### src/rtl/shift_ctrl_pkg.sv
// Shared types and constants for the ShiftBuffer frame sequencer.
package shift_ctrl_pkg;

  localparam int unsigned WORD_WIDTH = 17;

  typedef enum logic [2:0] {
    IDLE,
    CLEAR,
    SHIFT,
    CAPTURE,
    OUT,
    DONE,
    ABORT
  } ctrlState_t;

  // Ceiling log2; returns 0 for values of 0 or 1.
  function automatic int unsigned clog2(input int unsigned value);
    int unsigned result;
    result = 0;
    for (int unsigned i = 0; i < 32; i++) begin
      if ((64'd1 << i) < 64'(value)) result = i + 1;
    end
    return result;
  endfunction

endpackage

### src/rtl/shift_timeout_counter.sv
// Idle-cycle counter for the SHIFT state; flags the cycle whose increment reaches TIMEOUT_CYCLES.
module shift_timeout_counter
  import shift_ctrl_pkg::*;
#(
  parameter int unsigned TIMEOUT_CYCLES = 255
) (
  input  logic Core_clk,
  input  logic Core_reset,
  input  logic clear,
  input  logic enable,
  output logic expire_c
);

  localparam int unsigned CNT_W = clog2(TIMEOUT_CYCLES + 1);

  logic [CNT_W-1:0] count;

  // Saturates at the terminal value so a held enable cannot wrap.
  always_ff @(posedge Core_clk) begin
    if (Core_reset || clear) begin
      count <= '0;
    end else if (enable && (count != CNT_W'(TIMEOUT_CYCLES))) begin
      count <= count + CNT_W'(1);
    end
  end

  assign expire_c = enable && (count == CNT_W'(TIMEOUT_CYCLES - 1));

endmodule

### src/rtl/shift_buffer_ctrl.sv
// Frame sequencer for the 17-bit ShiftBuffer: clears it, gates serial bits in,
// drains each full word to an indexed output stream, and aborts on stall.
module shift_buffer_ctrl
  import shift_ctrl_pkg::*;
#(
  parameter int unsigned FRAME_WORDS    = 4,
  parameter int unsigned TIMEOUT_CYCLES = 255,
  // Derived from FRAME_WORDS; not meant to be overridden.
  parameter int unsigned IDX_W          = (clog2(FRAME_WORDS) < 1) ? 1 : clog2(FRAME_WORDS)
) (
  input  logic                  Core_clk,
  input  logic                  Core_reset,
  input  logic                  io_start,
  input  logic                  io_abort,
  output logic                  io_busy,
  output logic                  io_done,
  output logic                  io_error,
  input  logic                  io_serIn_valid,
  output logic                  io_serIn_ready,
  input  logic                  io_serIn_payload,
  output logic                  io_bufIn_valid,
  input  logic                  io_bufIn_ready,
  output logic                  io_bufIn_payload,
  input  logic                  io_bufOut_valid,
  output logic                  io_bufOut_ready,
  input  logic [WORD_WIDTH-1:0] io_bufOut_payload,
  output logic                  io_bufReset,
  output logic                  io_wordOut_valid,
  input  logic                  io_wordOut_ready,
  output logic [WORD_WIDTH-1:0] io_wordOut_payload,
  output logic [IDX_W-1:0]      io_wordOut_index,
  output logic                  io_wordOut_last
);

  ctrlState_t            state;
  logic [IDX_W-1:0]      wordCnt;
  logic [WORD_WIDTH-1:0] wordReg;
  logic                  errorReg;
  logic                  bitAccept_c;
  logic                  timeoutHit_c;
  logic                  lastWord_c;

  assign bitAccept_c = (state == SHIFT) && io_serIn_valid && io_bufIn_ready;
  assign lastWord_c  = (wordCnt == IDX_W'(FRAME_WORDS - 1));

  shift_timeout_counter #(
    .TIMEOUT_CYCLES (TIMEOUT_CYCLES)
  ) uTimeout (
    .Core_clk   (Core_clk),
    .Core_reset (Core_reset),
    .clear      ((state == CLEAR) || bitAccept_c),
    .enable     ((state == SHIFT) && !bitAccept_c),
    .expire_c   (timeoutHit_c)
  );

  // Sequencer; abort outranks every other transition outside IDLE.
  always_ff @(posedge Core_clk) begin
    if (Core_reset) begin
      state    <= IDLE;
      wordCnt  <= '0;
      wordReg  <= '0;
      errorReg <= 1'b0;
    end else if (io_abort && (state != IDLE)) begin
      state    <= ABORT;
      errorReg <= 1'b1;
    end else begin
      unique case (state)
        IDLE: begin
          if (io_start) begin
            errorReg <= 1'b0;
            wordCnt  <= '0;
            state    <= CLEAR;
          end
        end
        CLEAR: state <= SHIFT;
        SHIFT: begin
          // A completed word wins over a timeout landing on the same cycle.
          if (io_bufOut_valid) begin
            state <= CAPTURE;
          end else if (timeoutHit_c) begin
            state    <= ABORT;
            errorReg <= 1'b1;
          end
        end
        CAPTURE: begin
          wordReg <= io_bufOut_payload;
          state   <= OUT;
        end
        OUT: begin
          if (io_wordOut_ready) begin
            if (lastWord_c) begin
              state <= DONE;
            end else begin
              wordCnt <= wordCnt + IDX_W'(1);
              state   <= CLEAR;
            end
          end
        end
        DONE:    state <= IDLE;
        ABORT:   state <= IDLE;
        default: state <= IDLE;
      endcase
    end
  end

  assign io_busy            = (state != IDLE);
  assign io_done            = (state == DONE);
  assign io_error           = errorReg;
  assign io_serIn_ready     = (state == SHIFT) && io_bufIn_ready;
  assign io_bufIn_valid     = (state == SHIFT) && io_serIn_valid;
  assign io_bufIn_payload   = io_serIn_payload;
  assign io_bufOut_ready    = (state == CAPTURE);
  assign io_bufReset        = Core_reset || (state == CLEAR) || (state == ABORT);
  assign io_wordOut_valid   = (state == OUT);
  assign io_wordOut_payload = wordReg;
  assign io_wordOut_index   = wordCnt;
  assign io_wordOut_last    = (state == OUT) && lastWord_c;

endmodule

### config.mk
export PLATFORM = sky130hd
export DESIGN_NAME = shift_buffer_ctrl
export DESIGN_NICKNAME = d
export VERILOG_FILES = /design/src/rtl/shift_ctrl_pkg.sv /design/src/rtl/shift_timeout_counter.sv /design/src/rtl/shift_buffer_ctrl.sv
export SDC_FILE = /design/constraint.sdc
export NUM_CORES = 1
export LEC_CHECK = 0
export CAP_MARGIN = 20
export CORE_MARGIN = 5
export CORE_UTILIZATION = 40
export DETAILED_ROUTE_END_ITERATION = 7
export PLACE_DENSITY = 0.75
export SLEW_MARGIN = 20
export SYNTH_ARGS = -nofsm -noshare
export SYNTH_HDL_FRONTEND = slang
export SYNTH_SLANG_ARGS = --single-unit
### constraint.sdc
create_clock -name Core_clk -period 3.18 [get_ports Core_clk]
set_input_delay 0.636 -clock Core_clk [delete_from_list [all_inputs] [get_ports Core_clk]]
set_output_delay 0.636 -clock Core_clk [all_outputs]
set_load 0.03 [all_outputs]
==> impl_metrics.tcl, run 1 <==
set metrics [dict create \
    cp_max_fo 5 \
    post_cts.repair.setup_buffers 0 \
    gp_congestion 0.8524 \
    synth_fa_ha_area_frac 0.02351 \
    clock_latency_ns 0.28 \
    hold_violations 0 \
    fin_cells 300 \
    critPathRequiredTime_ns 2.54 \
    firstDrtPassIters 4 \
    io_buffers 52 \
    synthSimpleGateAreaFrac 0.3088 \
    grt.overflow.total 0 \
    via_per_inst 5.077 \
    r2r-start "state[1]" \
    wire_per_inst_um 12.91 \
    floorplan.initialDensity 0.4050 \
    finalSetupTns_ns 0 \
    met2_usage 0.2344 \
    clockRootBuffer "clkbuf_8" \
    relSlewSlack 0.5470 \
    start_kind "input pin" \
    ir_worst_vdd_uv 284.3 \
    antenna_found_initial 0 \
    yosys_warnings 0 \
    track_usage 0.1504 \
    rsz0062_at_grt "false" \
    reg2reg_depth 4 \
    synth_top_family_by_area "simple AND/OR/NAND/NOR gates" \
    synth_top_area_frac 0.3887 \
    drive_above_1_share 0.09200 \
    die_w_um 73.18 \
    synth_cells 200 \
    power.density_mw_per_mm2 579.8 \
    placedCellCount 293 \
    muxShareOfSynthArea 0.01332 \
    rrSetupSlack_ns 1.36 \
    p_total_mw 1.288 \
    synth_area_per_cell_um2 7.983 \
    synthFlopType "dfxtp_1" \
    num_antenna_cells 0 \
    postCtsResizedCells 0 \
    holdPathStages 2 \
    netlist_top_cells_count "nand2_1, a21oi_1, dfxtp_1" \
    finalSetupViolations 0 \
    min_period_ns 2.662 \
    grt.met1_usage 0.1916 \
    final_nets 279 \
    drc_errors 0 \
    worst_pin_slew_ns 0.6749 \
    yosys-top-cells-area "dfxtp_1, nand2_1, a21oi_1" \
    grt_use_met3 0.04270 \
    status "finished, final reports clean" \
    skew_ns 0.003338 \
    ioPinCount 55 \
    fmax_ghz 0.3757 \
    p_leak_nw 0.7587 \
    synth_nets 229 \
    place_hpwl_um 2776 \
    synth_xor_area_frac 0 \
    hold_path_class "flip-flop to flip-flop" \
    yosysUniqueCellTypes 49 \
    cts_tree "yes" \
    fp-row-count 23 \
    drt_iter0_markers 116 \
    r2r_end "state[2]" \
    dieArea_mm2 0.005355 \
    busiest_layer "met2" \
    area_delta_synth_final_pct 39.11 \
    synth_compound_area_frac 0.2100 \
    numCtsBuffers 5 \
    core_region_area_mm2 0.003943 \
    synth_edf_count 0 \
    yosysMostFrequentCell "nand2_1" \
    ant_nets 0 \
    yosysTopAreaCell "dfxtp_1" \
    clkTransAtPathRegs_ns 0.06 \
    synth_seq_cells 31 \
    syn_area_mm2 0.001597 \
    postCtsHoldBufs 0 \
    crit_path_end_kind "output port" \
    die_height_um 73.18 \
    min_from "io_wordOut_payload[4]" \
    drt-total-wl_um 3874 \
    worst-setup-path-type "input pin to output port" \
    dr_total_vias 1523 \
    slew_violations 0 \
    htree_levels 2 \
    fin_crit_sh 0.8371 \
    grt_max_degree 25 \
    clock-sinks 31 \
    arrival_ns 2.03 \
    clockBufferDepth 2 \
    synth_seq_area_share 0.3887 \
    drv_cap 0 \
    hold-path-endpoint "io_wordOut_payload[4]" \
    async_flop_share 0 \
    grt_pass1_wl_um 6285 \
    grt_pass1_vias 1341 \
]
how the worst max path moves through the flow:
| stage | startpoint | end | slack, ns | depth (start not counted) |
|---|---|---|---|---|
| after floorplan | state[2] | io_wordOut_valid | 1.32 | 3 |
| after global placement | io_bufIn_ready | io_serIn_ready | 0.52 | 3 |
| after detailed placement | io_bufIn_ready | io_serIn_ready | 0.50 | 3 |
| after CTS | io_bufIn_ready | io_serIn_ready | 0.51 | 3 |
| after global routing | state[1] | io_bufIn_valid | 0.40 | 3 |
| final | io_bufIn_ready | io_serIn_ready | 0.52 | 3 |
state kept, by name, indices dropped and copies added, names as in the netlist:
signal / flops
io_wordOut_payload: 17
io_wordOut_index: 2
uTimeout.count: 8
state: 3
io_error: 1
kinds of logic after synthesis:
group                    count (synthesis)
adder cells (fa/ha/maj)                  3
AO/OA/AOI/OAI                           54
AND/OR/NAND/NOR                         92
buffers and inverters                   18
multiplexers                             2
flip-flops                              31
critical path: stages:
cell	delay [ns]
clkdlybuf4s50_1	0.57
and2_1	0.15
clkdlybuf4s50_1	0.66
report_power, final:
group | switching (mW) | internal [mW] | leakage, nW
Combinational | 0.285 | 0.215 | 0.461
Sequential | 0.0543 | 0.423 | 0.251
Clock | 0.140 | 0.170 | 0.0470
placed cells by master, fill, tap and decap left out, types with 2 or more instances in the layout:
cell type,n
clkdlybuf4s50_1,51
nand2_1,45
a21oi_1,31
dfxtp_1,31
nor2_1,7
nand3_1,7
inv_1,6
clkbuf_8,6
o21ai_0,5
and3_1,4
buf_4,4
nand2b_1,3
nor3b_1,3
ha_1,3
nor3_1,2
nor3_2,2
and2_1,2
or2_2,2
or3_1,2
nor2b_1,2
o31ai_1,2
o21a_1,2
a21o_1,2
or4_1,2
final cells by class:
cell class              instances  area [um^2]
inverters                       6        22.52
well taps                      50        62.56
clock inverters                 1        5.005
flip-flops and latches         31        620.6
fillers                       357         1722
clock buffers                   6        82.58
multi-input cells             151        887.1
repair buffers                 55        540.5
metrics by stage:
step	hold WS, ns	worst slack [ns]	instance area (um^2)	util
after floorplan	0.4683	1.318	1597	-
after global placement	0.4413	0.5199	2133	0.5411
after detailed placement	0.4453	0.5019	2133	0.5411
after CTS	0.4539	0.5101	2221	0.5633
after global routing	0.4738	0.4022	2221	0.5633
final	0.4530	0.5181	2221	0.5633
per-layer routing:
metal	vias up	part of all wire
li1	802	-
met1	668	0.43
met2	47	0.48
met3	6	0.062
met4	0	0.020
met5	-	0
(Power assumes the default switching activity.)
==> run 2: changes to the inputs <==
- clock period: 3.18 -> 2.8 ns (I/O delays scaled with it)
==> run 2 against run 1 <==
Effect of this change:
- hold slack got worse by 0.0010 ns
- routed wire length rose by 0.70%
- final cell count rose by 0.67%
- flip-flop and latch count did not move
- combinational power rose by 13%
- critical endpoint unchanged
==> impl_metrics.tcl, run 2 (synthesized netlist as in run 1, its figures left out) <==
set metrics [dict create \
    placedCellCount 294 \
    slowest_delay_ns 0.66 \
    status "finished, final reports clean" \
    clkTransAtPathRegs_ns 0.06 \
    finalSetupTns_ns 0 \
    worst-setup-path-type "flip-flop to output port" \
    clockBufferDepth 2 \
    r2r-start "state[0]" \
    start_kind "flip-flop" \
    worst_pin_slew_ns 0.5766 \
    hold_violations 0 \
    p_leak_nw 0.7585 \
    drt_iter0_markers 138 \
    clock-sinks 31 \
    startpoint "state[1]" \
    min_from "io_wordOut_payload[6]" \
    wire_per_inst_um 12.92 \
    dieArea_mm2 0.005355 \
    postCtsResizedCells 0 \
    arrival_ns 1.99 \
    place_hpwl_um 2907 \
    numCtsBuffers 5 \
    hold_path_class "flip-flop to flip-flop" \
    ir_worst_vdd_uv 305.7 \
    track_usage 0.1439 \
    grt_max_degree 25 \
    num_antenna_cells 0 \
    ioPinCount 55 \
    slew_violations 0 \
    fin_util 0.5636 \
    finalSetupViolations 0 \
    via_per_inst 5.123 \
    drc_errors 0 \
    fin_crit_sh 0.9096 \
    postCtsHoldBufs 0 \
    antenna_found_initial 0 \
    firstDrtPassIters 4 \
    cp_slowest_cell "clkdlybuf4s50_1" \
    final_nets 280 \
    die_height_um 73.18 \
    grt_pass1_vias 1372 \
    io_buffers 52 \
    fmax_ghz 0.3926 \
    grt_pass1_wl_um 6134 \
    power.density_mw_per_mm2 653.0 \
    ant_nets 0 \
    dr_total_vias 1547 \
    drive_above_1_share 0.09127 \
    fin_cells 302 \
    final_cell_mix "clkdlybuf4s50_1, nand2_1, a21oi_1, dfxtp_1" \
    cts_tree "yes" \
    core_region_area_mm2 0.003943 \
    die_w_um 73.18 \
    cp_max_fo 15 \
    crit_path_end_kind "output port" \
    critPathRequiredTime_ns 2.24 \
    gp_congestion 0.8158 \
    skew_ns 0.006806 \
    rsz0062_at_grt "false" \
    final_common_cell "clkdlybuf4s50_1" \
    fp-row-count 23 \
    cpLargestDelayFamily "buffers and inverters" \
    critPathBufInv 1 \
    post_cts.repair.setup_buffers 0 \
    area_delta_synth_final_pct 39.18 \
    largest_register_ffs 17 \
    clock_latency_ns 0.27 \
    clockRootBuffer "clkbuf_8" \
    floorplan.initialDensity 0.4050 \
    min_period_ns 2.547 \
    worstPathCellList "nor3b_2 > and2_1 > clkdlybuf4s50_1" \
    grt.overflow.total 0 \
    drv_cap 0 \
    drt-total-wl_um 3901 \
    relSlewSlack 0.6156 \
    htree_levels 2 \
    whs_ns 0.4519 \
]
run 2: changes by cell type in the layout (fill, tap and decap cells not counted):
| cell | change |
|---|---|
| buf_4 | +1 |
| clkbuf_1 | +2 |
| clkbuf_8 | -1 |
run 2: per-layer routing:
metal | part of all wire | global-route usage | vias to the layer above
met5 | 0 | 0 | -
met4 | 0.0095 | 0.04713 | 0
met1 | 0.46 | 0.1809 | 718
met3 | 0.042 | 0.04545 | 4
li1 | - | - | 804
met2 | 0.48 | 0.2324 | 21
run 2: layout make-up:
type	instances	area (um^2)
clock buffer	7	76.32
clock inverter	1	5.005
fill	373	1720
inverter	6	22.52
multi-input combinational	151	887.1
sequential	31	620.6
tap	50	62.56
timing repair buffer	56	548.0
run 2: power breakdown:
group / internal [mW] / switching, mW
clock network: 0.174 / 0.156
registers: 0.481 / 0.0746
logic: 0.250 / 0.316
run 2: worst paths after layout:
path	end	slack [ns]	cells past startpoint
max	io_serIn_ready	0.25	3
min	io_wordOut_payload[6]	0.45	2
max reg2reg	io_wordOut_payload[7]	1.02	4
min reg2reg	io_wordOut_payload[6]	0.45	2
run 2: metrics by stage:
step / area [um^2] / power [mW] / setup slack (ns)
6_report: 2222 / 1.451 / 0.2530
5_1_grt: 2222 / 1.540 / 0.1041
4_1_cts: 2222 / 1.465 / 0.2430
3_5_place_dp: 2141 / 1.130 / 0.2825
3_3_place_gp: 2141 / 1.124 / 0.2907
2_1_floorplan: 1597 / 0.9540 / 1.014
run 2: tightest hold or removal path, delay by kind of cell (launching register included):
kind               cells  cell delay [ns]
and+or+nand+nor        1             0.05
AOI/OAI and AO/OA      1             0.05
DFF                    1             0.31
==> run 3: changes to the inputs <==
- SLEW_MARGIN: 20 -> default
==> results of run 3 <==
Same layout as run 2: the final DEF is identical, and so are final timing and power.
